==> src/rtl/hsync_pkg.sv <==
// Shared types, default timing and helper functions for the horizontal
// timing generator (hsync_timing_gen and its pixel replication counter).
package hsync_pkg;

  typedef enum logic [1:0] {
    PH_SYNC = 2'd0,
    PH_BP   = 2'd1,
    PH_ACT  = 2'd2,
    PH_FP   = 2'd3
  } phase_t;

  localparam int   DEF_SYNC_CYC     = 192;
  localparam int   DEF_BP_CYC       = 96;
  localparam int   DEF_PIX_PER_LINE = 128;
  localparam int   DEF_PIX_REP      = 10;
  localparam int   DEF_FP_CYC       = 32;
  localparam int   DEF_ADDR_W       = 7;
  localparam logic DEF_SYNC_POL     = 1'b0;

  // Width needed to count 0..n-1, never narrower than one bit.
  function automatic int clog2_min1(input int n);
    return (n <= 2) ? 1 : $clog2(n);
  endfunction

  // Largest of three lengths, used to size the shared phase counter.
  function automatic int max3(input int a, input int b, input int c);
    int m;
    m = (a > b) ? a : b;
    return (m > c) ? m : c;
  endfunction

endpackage

==> src/rtl/hsync_timing_gen_pix_rep_counter.sv <==
// Pixel replication counter for the active window of a line: holds each
// column address for PIX_REP clocks, then advances it, wrapping to zero after
// the last pixel. State is kept for the cycle currently being emitted; the
// advanced value is produced combinationally so the owner can look one clock
// ahead. With LEAD set, the address output is the look-ahead value.
module pix_rep_counter
  import hsync_pkg::*;
#(
  parameter int PIX_PER_LINE = DEF_PIX_PER_LINE,
  parameter int PIX_REP      = DEF_PIX_REP,
  parameter int PIX_W        = clog2_min1(DEF_PIX_PER_LINE),
  parameter int REP_W        = clog2_min1(DEF_PIX_REP),
  parameter bit LEAD         = 1'b0
) (
  input  logic             clk,
  input  logic             reset,
  input  logic             i_step,
  input  logic             i_clear,
  input  logic             i_advance,
  output logic [PIX_W-1:0] o_addr_pix,
  output logic             o_last_pix
);

  localparam logic [REP_W-1:0] REP_LAST = REP_W'(PIX_REP - 1);
  localparam logic [PIX_W-1:0] PIX_LAST = PIX_W'(PIX_PER_LINE - 1);

  logic [REP_W-1:0] r_rep;
  logic [PIX_W-1:0] r_pix;
  logic [REP_W-1:0] w_src_rep;
  logic [PIX_W-1:0] w_src_pix;
  logic [REP_W-1:0] w_adv_rep;
  logic [PIX_W-1:0] w_adv_pix;
  logic             w_rep_last;
  logic             w_pix_last;

  // A restart means "this cycle is the first of a line", so the counters are
  // treated as zero before advancing.
  assign w_src_rep  = i_clear ? '0 : r_rep;
  assign w_src_pix  = i_clear ? '0 : r_pix;
  assign w_rep_last = (w_src_rep == REP_LAST);
  assign w_pix_last = (w_src_pix == PIX_LAST);
  assign o_last_pix = w_rep_last & w_pix_last;
  assign o_addr_pix = LEAD ? w_adv_pix : w_src_pix;

  // Advance inside the active window; outside it the counters sit at zero so
  // the next window always starts at column 0, and the last column wraps to
  // zero instead of ever reaching PIX_PER_LINE.
  always_comb begin
    w_adv_rep = '0;
    w_adv_pix = '0;
    if (i_advance) begin
      if (w_rep_last) begin
        w_adv_rep = '0;
        w_adv_pix = w_pix_last ? '0 : (w_src_pix + PIX_W'(1));
      end else begin
        w_adv_rep = w_src_rep + REP_W'(1);
        w_adv_pix = w_src_pix;
      end
    end
  end

  // Counter registers only move on enabled or restarting clocks.
  always_ff @(posedge clk or posedge reset) begin
    if (reset) begin
      r_rep <= '0;
      r_pix <= '0;
    end else if (i_step) begin
      r_rep <= w_adv_rep;
      r_pix <= w_adv_pix;
    end
  end

endmodule

==> src/rtl/hsync_timing_gen.sv <==
// Horizontal timing generator for the VGA driver. Sequences
// SYNC -> BACK PORCH -> ACTIVE -> FRONT PORCH each line and emits a registered
// HSYNC pin, a replicated VRAM column address with its read enable, the
// current phase and a line-end strobe for the vertical controller.
// Optional build macro HSYNC_TIMING_PREFETCH_EN: haddr/haddr_enable lead the
// active window by one clock to hide a one-cycle VRAM read latency.
//
// Internal state always describes the line cycle that the next enabled clock
// will present; on that clock the outputs are registered from it and the
// state steps forward. Reset therefore leaves state at "cycle 0 next".
module hsync_timing_gen
  import hsync_pkg::*;
#(
  parameter int   SYNC_CYC     = DEF_SYNC_CYC,
  parameter int   BP_CYC       = DEF_BP_CYC,
  parameter int   PIX_PER_LINE = DEF_PIX_PER_LINE,
  parameter int   PIX_REP      = DEF_PIX_REP,
  parameter int   FP_CYC       = DEF_FP_CYC,
  parameter int   ADDR_W       = DEF_ADDR_W,
  parameter logic SYNC_POL     = DEF_SYNC_POL
) (
  input  logic              clk,
  input  logic              reset,
  input  logic              en,
  input  logic              restart,
  output logic              hsync,
  output logic [ADDR_W-1:0] haddr,
  output logic              haddr_enable,
  output logic              line_end,
  output logic [1:0]        phase
);

  localparam int PCNT_W = clog2_min1(max3(SYNC_CYC, BP_CYC, FP_CYC));
  localparam int PIX_W  = clog2_min1(PIX_PER_LINE);
  localparam int REP_W  = clog2_min1(PIX_REP);

  localparam logic [PCNT_W-1:0] SYNC_LAST = PCNT_W'(SYNC_CYC - 1);
  localparam logic [PCNT_W-1:0] BP_LAST   = PCNT_W'(BP_CYC - 1);
  localparam logic [PCNT_W-1:0] FP_LAST   = PCNT_W'(FP_CYC - 1);

`ifdef HSYNC_TIMING_PREFETCH_EN
  localparam bit LEAD = 1'b1;
`else
  localparam bit LEAD = 1'b0;
`endif

  // Reject parameter sets the counters cannot represent.
  if (SYNC_CYC < 1 || BP_CYC < 1 || PIX_PER_LINE < 1 || PIX_REP < 1 ||
      FP_CYC < 1 || ADDR_W < 1 || PIX_PER_LINE > (2 ** ADDR_W)) begin : g_bad_params
    $error("hsync_timing_gen: illegal timing parameters");
  end

  phase_t              r_phase;
  logic [PCNT_W-1:0]   r_pcnt;
  phase_t              w_src_phase;
  logic [PCNT_W-1:0]   w_src_pcnt;
  phase_t              w_nxt_phase;
  logic [PCNT_W-1:0]   w_nxt_pcnt;
  logic                w_step;
  logic [PIX_W-1:0]    w_addr_pix;
  logic                w_last_pix;

  logic                w_hsync;
  logic [ADDR_W-1:0]   w_haddr;
  logic                w_haddr_enable;
  logic                w_line_end;

  logic                r_hsync;
  logic [ADDR_W-1:0]   r_haddr;
  logic                r_haddr_enable;
  logic                r_line_end;
  phase_t              r_phase_out;

  // Restart overrides both en and the natural wrap: present cycle 0 now.
  assign w_step      = en | restart;
  assign w_src_phase = restart ? PH_SYNC : r_phase;
  assign w_src_pcnt  = restart ? '0 : r_pcnt;

  pix_rep_counter #(
    .PIX_PER_LINE (PIX_PER_LINE),
    .PIX_REP      (PIX_REP),
    .PIX_W        (PIX_W),
    .REP_W        (REP_W),
    .LEAD         (LEAD)
  ) u_pix_rep_counter (
    .clk        (clk),
    .reset      (reset),
    .i_step     (w_step),
    .i_clear    (restart),
    .i_advance  (w_src_phase == PH_ACT),
    .o_addr_pix (w_addr_pix),
    .o_last_pix (w_last_pix)
  );

  // Phase state register: current phase and position within it.
  always_ff @(posedge clk or posedge reset) begin
    if (reset) begin
      r_phase <= PH_SYNC;
      r_pcnt  <= '0;
    end else if (w_step) begin
      r_phase <= w_nxt_phase;
      r_pcnt  <= w_nxt_pcnt;
    end
  end

  // Next phase: porches and sync count their own lengths, the active window
  // ends when the replication counter reports its final clock.
  always_comb begin
    w_nxt_phase = w_src_phase;
    w_nxt_pcnt  = w_src_pcnt + PCNT_W'(1);
    case (w_src_phase)
      PH_SYNC: begin
        if (w_src_pcnt == SYNC_LAST) begin
          w_nxt_phase = PH_BP;
          w_nxt_pcnt  = '0;
        end
      end
      PH_BP: begin
        if (w_src_pcnt == BP_LAST) begin
          w_nxt_phase = PH_ACT;
          w_nxt_pcnt  = '0;
        end
      end
      PH_ACT: begin
        w_nxt_pcnt = '0;
        if (w_last_pix) begin
          w_nxt_phase = PH_FP;
        end
      end
      PH_FP: begin
        if (w_src_pcnt == FP_LAST) begin
          w_nxt_phase = PH_SYNC;
          w_nxt_pcnt  = '0;
        end
      end
      default: begin
        w_nxt_phase = PH_SYNC;
        w_nxt_pcnt  = '0;
      end
    endcase
  end

  // Output decode for the cycle being presented; the prefetch build takes the
  // read enable from the following cycle so VRAM data lines up with ACTIVE.
  always_comb begin
    w_hsync    = (w_src_phase == PH_SYNC) ? SYNC_POL : ~SYNC_POL;
    w_line_end = (w_src_phase == PH_FP) && (w_src_pcnt == FP_LAST);
    if (LEAD) begin
      w_haddr_enable = (w_nxt_phase == PH_ACT);
    end else begin
      w_haddr_enable = (w_src_phase == PH_ACT);
    end
    w_haddr = w_haddr_enable ? ADDR_W'(w_addr_pix) : '0;
  end

  // Output registers: hold everything, line_end included, while disabled.
  always_ff @(posedge clk or posedge reset) begin
    if (reset) begin
      r_hsync        <= ~SYNC_POL;
      r_haddr        <= '0;
      r_haddr_enable <= 1'b0;
      r_line_end     <= 1'b0;
      r_phase_out    <= PH_SYNC;
    end else if (w_step) begin
      r_hsync        <= w_hsync;
      r_haddr        <= w_haddr;
      r_haddr_enable <= w_haddr_enable;
      r_line_end     <= w_line_end;
      r_phase_out    <= w_src_phase;
    end
  end

  assign hsync        = r_hsync;
  assign haddr        = r_haddr;
  assign haddr_enable = r_haddr_enable;
  assign line_end     = r_line_end;
  assign phase        = r_phase_out;

endmodule

==> config.mk <==
export PLATFORM = sky130hd
export DESIGN_NAME = hsync_timing_gen
export DESIGN_NICKNAME = d
export VERILOG_FILES = /design/src/rtl/hsync_pkg.sv /design/src/rtl/hsync_timing_gen_pix_rep_counter.sv /design/src/rtl/hsync_timing_gen.sv
export SDC_FILE = /design/constraint.sdc
export NUM_CORES = 1
export LEC_CHECK = 0
export BUFFER_PORTS_ARGS = -buffer_cell sky130_fd_sc_hd__buf_2
export CAP_MARGIN = 10
export CORE_MARGIN = 1
export CORE_UTILIZATION = 50
export DETAILED_ROUTE_END_ITERATION = 10
export PLACE_DENSITY = 0.69
export SETUP_SLACK_MARGIN = 0.5
export SKIP_LAST_GASP = 1
export SLEW_MARGIN = 20
export SYNTH_ARGS = -nofsm -noshare
export SYNTH_HDL_FRONTEND = slang
export SYNTH_SLANG_ARGS = --single-unit
==> constraint.sdc <==
create_clock -name clk -period 2.27 [get_ports clk]
set_clock_uncertainty 0.15 [all_clocks]
set_input_delay 0.227 -clock clk [delete_from_list [all_inputs] [get_ports clk]]
set_output_delay 0.227 -clock clk [all_outputs]
set_load 0.01 [all_outputs]
### Word level (Yosys, flattened, before mapping)

Cells that the tools add are included.

* bits in registers: 33
* input bits: 4
* output and inout bits: 12
* logic and storage cells: 44

* $add $sub $neg: 3
* eq/ne operators: 8
* multiplexer cells: 20
* bitwise gates (word level): 2
* reductions and logical operators: 2

Operators by type and width (count)
* 2-to-1 mux 7 bit: 5
* 2-to-1 mux 8 bit: 4
* one-hot mux 8 bit (4 select lines): 1
* 2-to-1 mux 4 bit: 3
* 2-to-1 mux 2 bit: 5
* adder 8 x 1 -> 8 bit (second input constant): 1
* equality test 8 x 5 -> 1 bit (second input constant): 1
* equality test 8 x 7 -> 1 bit (second input constant): 1
* equality test 8 bit (second input constant): 1
* one-hot mux 2 bit (4 select lines): 1
* adder 7 x 1 -> 7 bit (second input constant): 1
* equality test 7 bit (second input constant): 1
* adder 4 x 1 -> 4 bit (second input constant): 1
* equality test 2 bit (second input constant): 2
* equality test 4 bit (second input constant): 1
* equality test 2 x 1 -> 1 bit (second input constant): 1
* zero test 2 bit: 1
* bitwise AND 1 bit: 1
* logical AND 1 bit: 1
* 2-to-1 mux 1 bit: 1
* bitwise OR 1 bit: 1

### Depth between registers and ports, before layout

* depth in word-level cells: 5
* mapped depth: 11
* depth with buffers taken out: 8

### By module

From an unflattened synthesis, not the netlist that was laid out.

* cells, all modules: 190
* area total of the unflattened synthesis: 1875.5 um^2

Modules (own cells, without submodules)
* hsync_timing_gen: instances 1, cells each 114, area an instance 1134.8 um^2, sequential area each 551.8 um^2
* pix_rep_counter: instances 1, cells each 76, area an instance 740.7 um^2, sequential area each 275.3 um^2

### Least setup slack after synthesis

No wires, ideal clock.

* path type: input to register
* from: input restart
* to: register u_pix_rep_counter.r_pix[3]
* library setup time: 0.137 ns
* arrival: 1.795 ns
* data required time: 1.983 ns
* slack: 0.189 ns
* stages: 11
* path buffers: 3
* path through: buf_6 > clkbuf_1 > nor2b_1 > inv_1 > ha_1 > and4bb_1 > buf_4 > and4_1 > and3_1 > o21ai_0 > o21ai_0

* word-level cells in the longest chain between the ends: 5
* elaborated cells on any way between the ends: 11
* classes of those cells: add/sub: 1; eq/ne: 3; mux: 6; bitwise: 1

Ends and longest elaborated chain
* start: declaration: RTL line hsync_timing_gen.sv:25 `input logic restart,`
* 2-to-1 mux 7 bit: RTL line hsync_timing_gen_pix_rep_counter.sv:39 `assign w_src_pix = i_clear ? '0 : r_pix;`
* adder 7 x 1 -> 7 bit or equality test 7 bit (tied branches): RTL line hsync_timing_gen_pix_rep_counter.sv:54, hsync_timing_gen_pix_rep_counter.sv:41
* 2-to-1 mux 7 bit: RTL line hsync_timing_gen_pix_rep_counter.sv:54 `w_adv_pix = w_pix_last ? '0 : (w_src_pix + PIX_W'(1));`
* 2-to-1 mux 7 bit: RTL line hsync_timing_gen_pix_rep_counter.sv:52 `if (w_rep_last) begin`
* 2-to-1 mux 7 bit: RTL line hsync_timing_gen_pix_rep_counter.sv:51 `if (i_advance) begin`
* end signal: assignment: RTL line hsync_timing_gen_pix_rep_counter.sv:69 `r_pix <= w_adv_pix;`
* end: declaration: RTL line hsync_timing_gen_pix_rep_counter.sv:28 `logic [PIX_W-1:0] r_pix;`

Parallel ways exist; a longest one is shown, timed or not.
A chain may end at the register's enable or synchronous reset.

### Worst setup path after layout

* from: register u_pix_rep_counter.r_rep[0]
* to: register u_pix_rep_counter.r_rep[0]

* word-level cells in the longest chain between the ends: 4
* elaborated cells on any way between the ends: 5
* classes of those cells: add/sub: 1; eq/ne: 1; mux: 3

Ends and longest elaborated chain
* start: declaration: RTL line hsync_timing_gen_pix_rep_counter.sv:27 `logic [REP_W-1:0] r_rep;`
* start signal: assignment: RTL line hsync_timing_gen_pix_rep_counter.sv:68 `r_rep <= w_adv_rep;`
* 2-to-1 mux 4 bit *: RTL line hsync_timing_gen_pix_rep_counter.sv:38 `assign w_src_rep = i_clear ? '0 : r_rep;`
* adder 4 x 1 -> 4 bit or equality test 4 bit (tied branches): RTL line hsync_timing_gen_pix_rep_counter.sv:56, hsync_timing_gen_pix_rep_counter.sv:40
* 2-to-1 mux 4 bit *: RTL line hsync_timing_gen_pix_rep_counter.sv:52
* 2-to-1 mux 4 bit *: RTL line hsync_timing_gen_pix_rep_counter.sv:51

Every way passes the cells marked *; elsewhere a longest branch is shown, timed or not.

==> flow_metrics.tcl <==
set metrics [dict create \
    gr_util_all_layers_pct 23.4 \
    ir_worst_vdd_mv 0.395 \
    drive_above_1_share_pct 29.1 \
    num_rows 22 \
    path_clk_slew_ps 70 \
    setup.worst_path.end_class "register" \
    diodes 0 \
    postSynthCellCount 226 \
    detailedRoute.firstPassIterationCount 4 \
    cts.htree.levels 2 \
    floorplan.die_area_um2 4120 \
    finalCritPeriodShare_pct 84.1 \
    grt_pass1_vias 1513 \
    synthDominantCellAreaShare_pct 41.4 \
    asyncSetResetFlopFracSynth_pct 100 \
    synth_commonest_cells "dfrtp_1, nand2_1, nor2_1" \
    number_of_buffers_added_by_the_clock_tree_synthesis_step 5 \
    post_route_insts_no_fill 299 \
    placedInstanceArea_um2 2090 \
    post_detailed_route_via_to_cell_ratio 5.71 \
    dr_vias 1708 \
    finalSetupViolCount 0 \
    timing.critical_path.buf_inv 1 \
    path_cells "nor2b_4 > ha_4 > and4bb_2 > buf_4 > or4_4 > a21oi_2" \
    layout.cell_area.non_filler_um2 2360 \
    cts-root-to-sink-buffers 2 \
    yosys.cell_count.top_type "dfrtp_1" \
    grt_remaining_overflow 0 \
    rsz0062_at_grt "true" \
    design.portCount 16 \
    netlist_top_cells_area "dfrtp_1, nand2_1, nor2_1" \
    synthesis.nets 234 \
    maxClockFrequency_ghz 0.524 \
    synth_top_area_cell "dfrtp_1" \
    die_width_um 64.2 \
    core_region_area_um2 3690 \
    clkLatencyLatePin_ps 290 \
    timing.setup.critical_path_class "register to register" \
    crit_fanout 4 \
    placement.io_buffers 15 \
    timing.setup.tns_ps 0 \
    hold_violations 0 \
    wire_per_inst_um 15.3 \
    numClockSinks 33 \
    drt_wl_total_um 4580 \
    run_status "finished, final reports clean" \
    synth-seq-cells 33 \
    power.leakage_nw 1.05 \
    drc_errors 0 \
    area_of_the_mapped_netlist_um2 1930 \
    number_of_enable_type_register_cells_in_the_synthesized_netlist 0 \
    floorplan.die.height_um 64.2 \
    yosysSeqAreaShare_pct 42.8 \
    netlist-cell-type-count 48 \
    timing.critical_path.slowest_stage_cell "dfrtp_1" \
    finalMaxSlewViolations 0 \
    synthesis.area_per_instance_um2 8.55 \
    global_route_wire_length_before_repair_um 7330 \
    clockRootBuffer "clkbuf_8" \
    first_iter_violations 148 \
    place_inst 282 \
    routabilityCongestion 0.861 \
    tritoncts "yes" \
    synth-main-ff-cell "dfrtp_1" \
    yosysWarningCount 0 \
    slew_headroom_pct 71.4 \
    setup.reg_to_reg.worst_slack_ps 360 \
    slowest_delay_ps 420 \
    critical_path_required_ps 2350 \
    timing.critical_path.arrival_ps 1990 \
    total_chip_power_mw 1.14 \
    route.antenna.remaining_nets 0 \
    power_density_nw_per_um2 481 \
    hpwl_um 2960 \
    pin_count_of_the_biggest_net_entering_global_routing 34 \
    finish.net_count 258 \
    worstSetupStartpointType "register" \
    floorplan.initialDensity_pct 52.4 \
    crit_family "simple AND/OR/NAND/NOR gates" \
    timing.max_cap.violations 0 \
    area_growth_pct 22.3 \
    tightestPinTransition_ps 428 \
    hp-class "input port to register" \
    number_of_antenna_violations_at_the_first_check_in_global_routing 0 \
    period_needed_ps 1910 \
]
-- final timing paths --
kind                                                              from                                     end  cells after the start
worst max register to register  u_pix_rep_counter.r_rep[0]$_DFFE_PP0P_  u_pix_rep_counter.r_rep[0]$_DFFE_PP0P_                      6
max in group asynchronous                                        reset                       hsync$_DFFE_PP1P_                      4
min in group asynchronous                                        reset                  r_phase[0]$_DFFE_PP0P_                      4
worst min register to register                    haddr[5]$_DFFE_PP0P_                    haddr[5]$_DFFE_PP0P_                      2
worst min-delay path                                                en                       hsync$_DFFE_PP1P_                      2
worst max-delay path            u_pix_rep_counter.r_rep[0]$_DFFE_PP0P_  u_pix_rep_counter.r_rep[0]$_DFFE_PP0P_                      6
-- worst register-to-register path: cells and delay by family (launching register included) --
kind                       cells  cell delay (ps)
buffers and inverters          1              150
DFF                            1              420
AOI/OAI and AO/OA              1              130
adders and majority gates      1              180
and+or+nand+nor                3              810
-- area by class of cell --
type / instances / area [um2]
clock buffer: 5 / 68.8
clock inverter: 3 / 17.5
fill: 312 / 1320
inverter: 7 / 26.3
multi-input combinational: 170 / 1150
sequential: 33 / 828
tap: 48 / 60.1
timing repair buffer: 33 / 216
-- where the power goes --
group	total, mW	internal [mW]	leakage, nW	switching (mW)
registers	0.606	0.596	0.451	0.0101
logic	0.0859	0.0290	0.560	0.0569
clock network	0.444	0.211	0.0439	0.233
-- cell usage in the layout, fill, tap and decap left out, drive strengths merged, types with 2 or more instances in the layout --
| master | n |
|---|---|
| nand2b | 5 |
| nor2b | 8 |
| nor4 | 5 |
| and3 | 4 |
| o21ai | 16 |
| nor3b | 2 |
| nand4b | 3 |
| buf | 32 |
| ha | 4 |
| dfrtp | 32 |
| o31ai | 2 |
| mux2i | 4 |
| nor2 | 27 |
| inv | 7 |
| a22oi | 4 |
| nand3 | 12 |
| clkinv | 2 |
| a41oi | 2 |
| clkbuf | 5 |
| a21oi | 19 |
| nor3 | 4 |
| nand2 | 29 |
-- flip-flops by register name, indices dropped and copies added, names as in the netlist --
signal                   flops
haddr                        7
haddr_enable                 1
hsync                        1
line_end                     1
phase                        2
r_pcnt                       8
r_phase                      2
u_pix_rep_counter.r_pix      7
u_pix_rep_counter.r_rep      4
-- through the flow --
| step | setup WS [ps] | utilization (%) | hold WS (ps) |
|---|---|---|---|
| finish | 362 | 64.1 | 111 |
| global route | 303 | 64.1 | 145 |
| CTS | 405 | 61.9 | 103 |
| detailed placement | 263 | 56.8 | 196 |
| global placement | 308 | 56.8 | 182 |
| floorplan | 385 | - | 205 |
-- cell families (layout without fill, tap and decap cells) --
logic type / after synthesis / after routing / share of synthesized area [%]
xor gates and xnor gates: 1 / 1 / 0.453
AOI/OAI and AO/OA: 51 / 51 / 15.9
DFF: 33 / 33 / 42.8
adders and majority gates: 4 / 4 / 2.59
and+or+nand+nor: 110 / 110 / 30.8
muxes: 4 / 4 / 2.07
buffers and inverters: 23 / 48 / 5.44
-- timing repair --
item / CTS / global route
hold endpoints to repair: 32 / 0
resized for setup: 14 / 13
buffers inserted: 4 / 4
pin swaps: 3 / 2
hold buffers: 1 / 0
endpoints found under the setup margin: 15 / 20
-- metal layers --
metal | global-route usage [%] | wire (um) | vias up
li1 | - | - | 841
met1 | 30.6 | 2120 | 832
met2 | 37.9 | 2270 | 29
met3 | 5.36 | 144 | 6
met4 | 8.61 | 36 | 0
met5 | 0 | 0 | -
(Power assumes the default switching activity.)
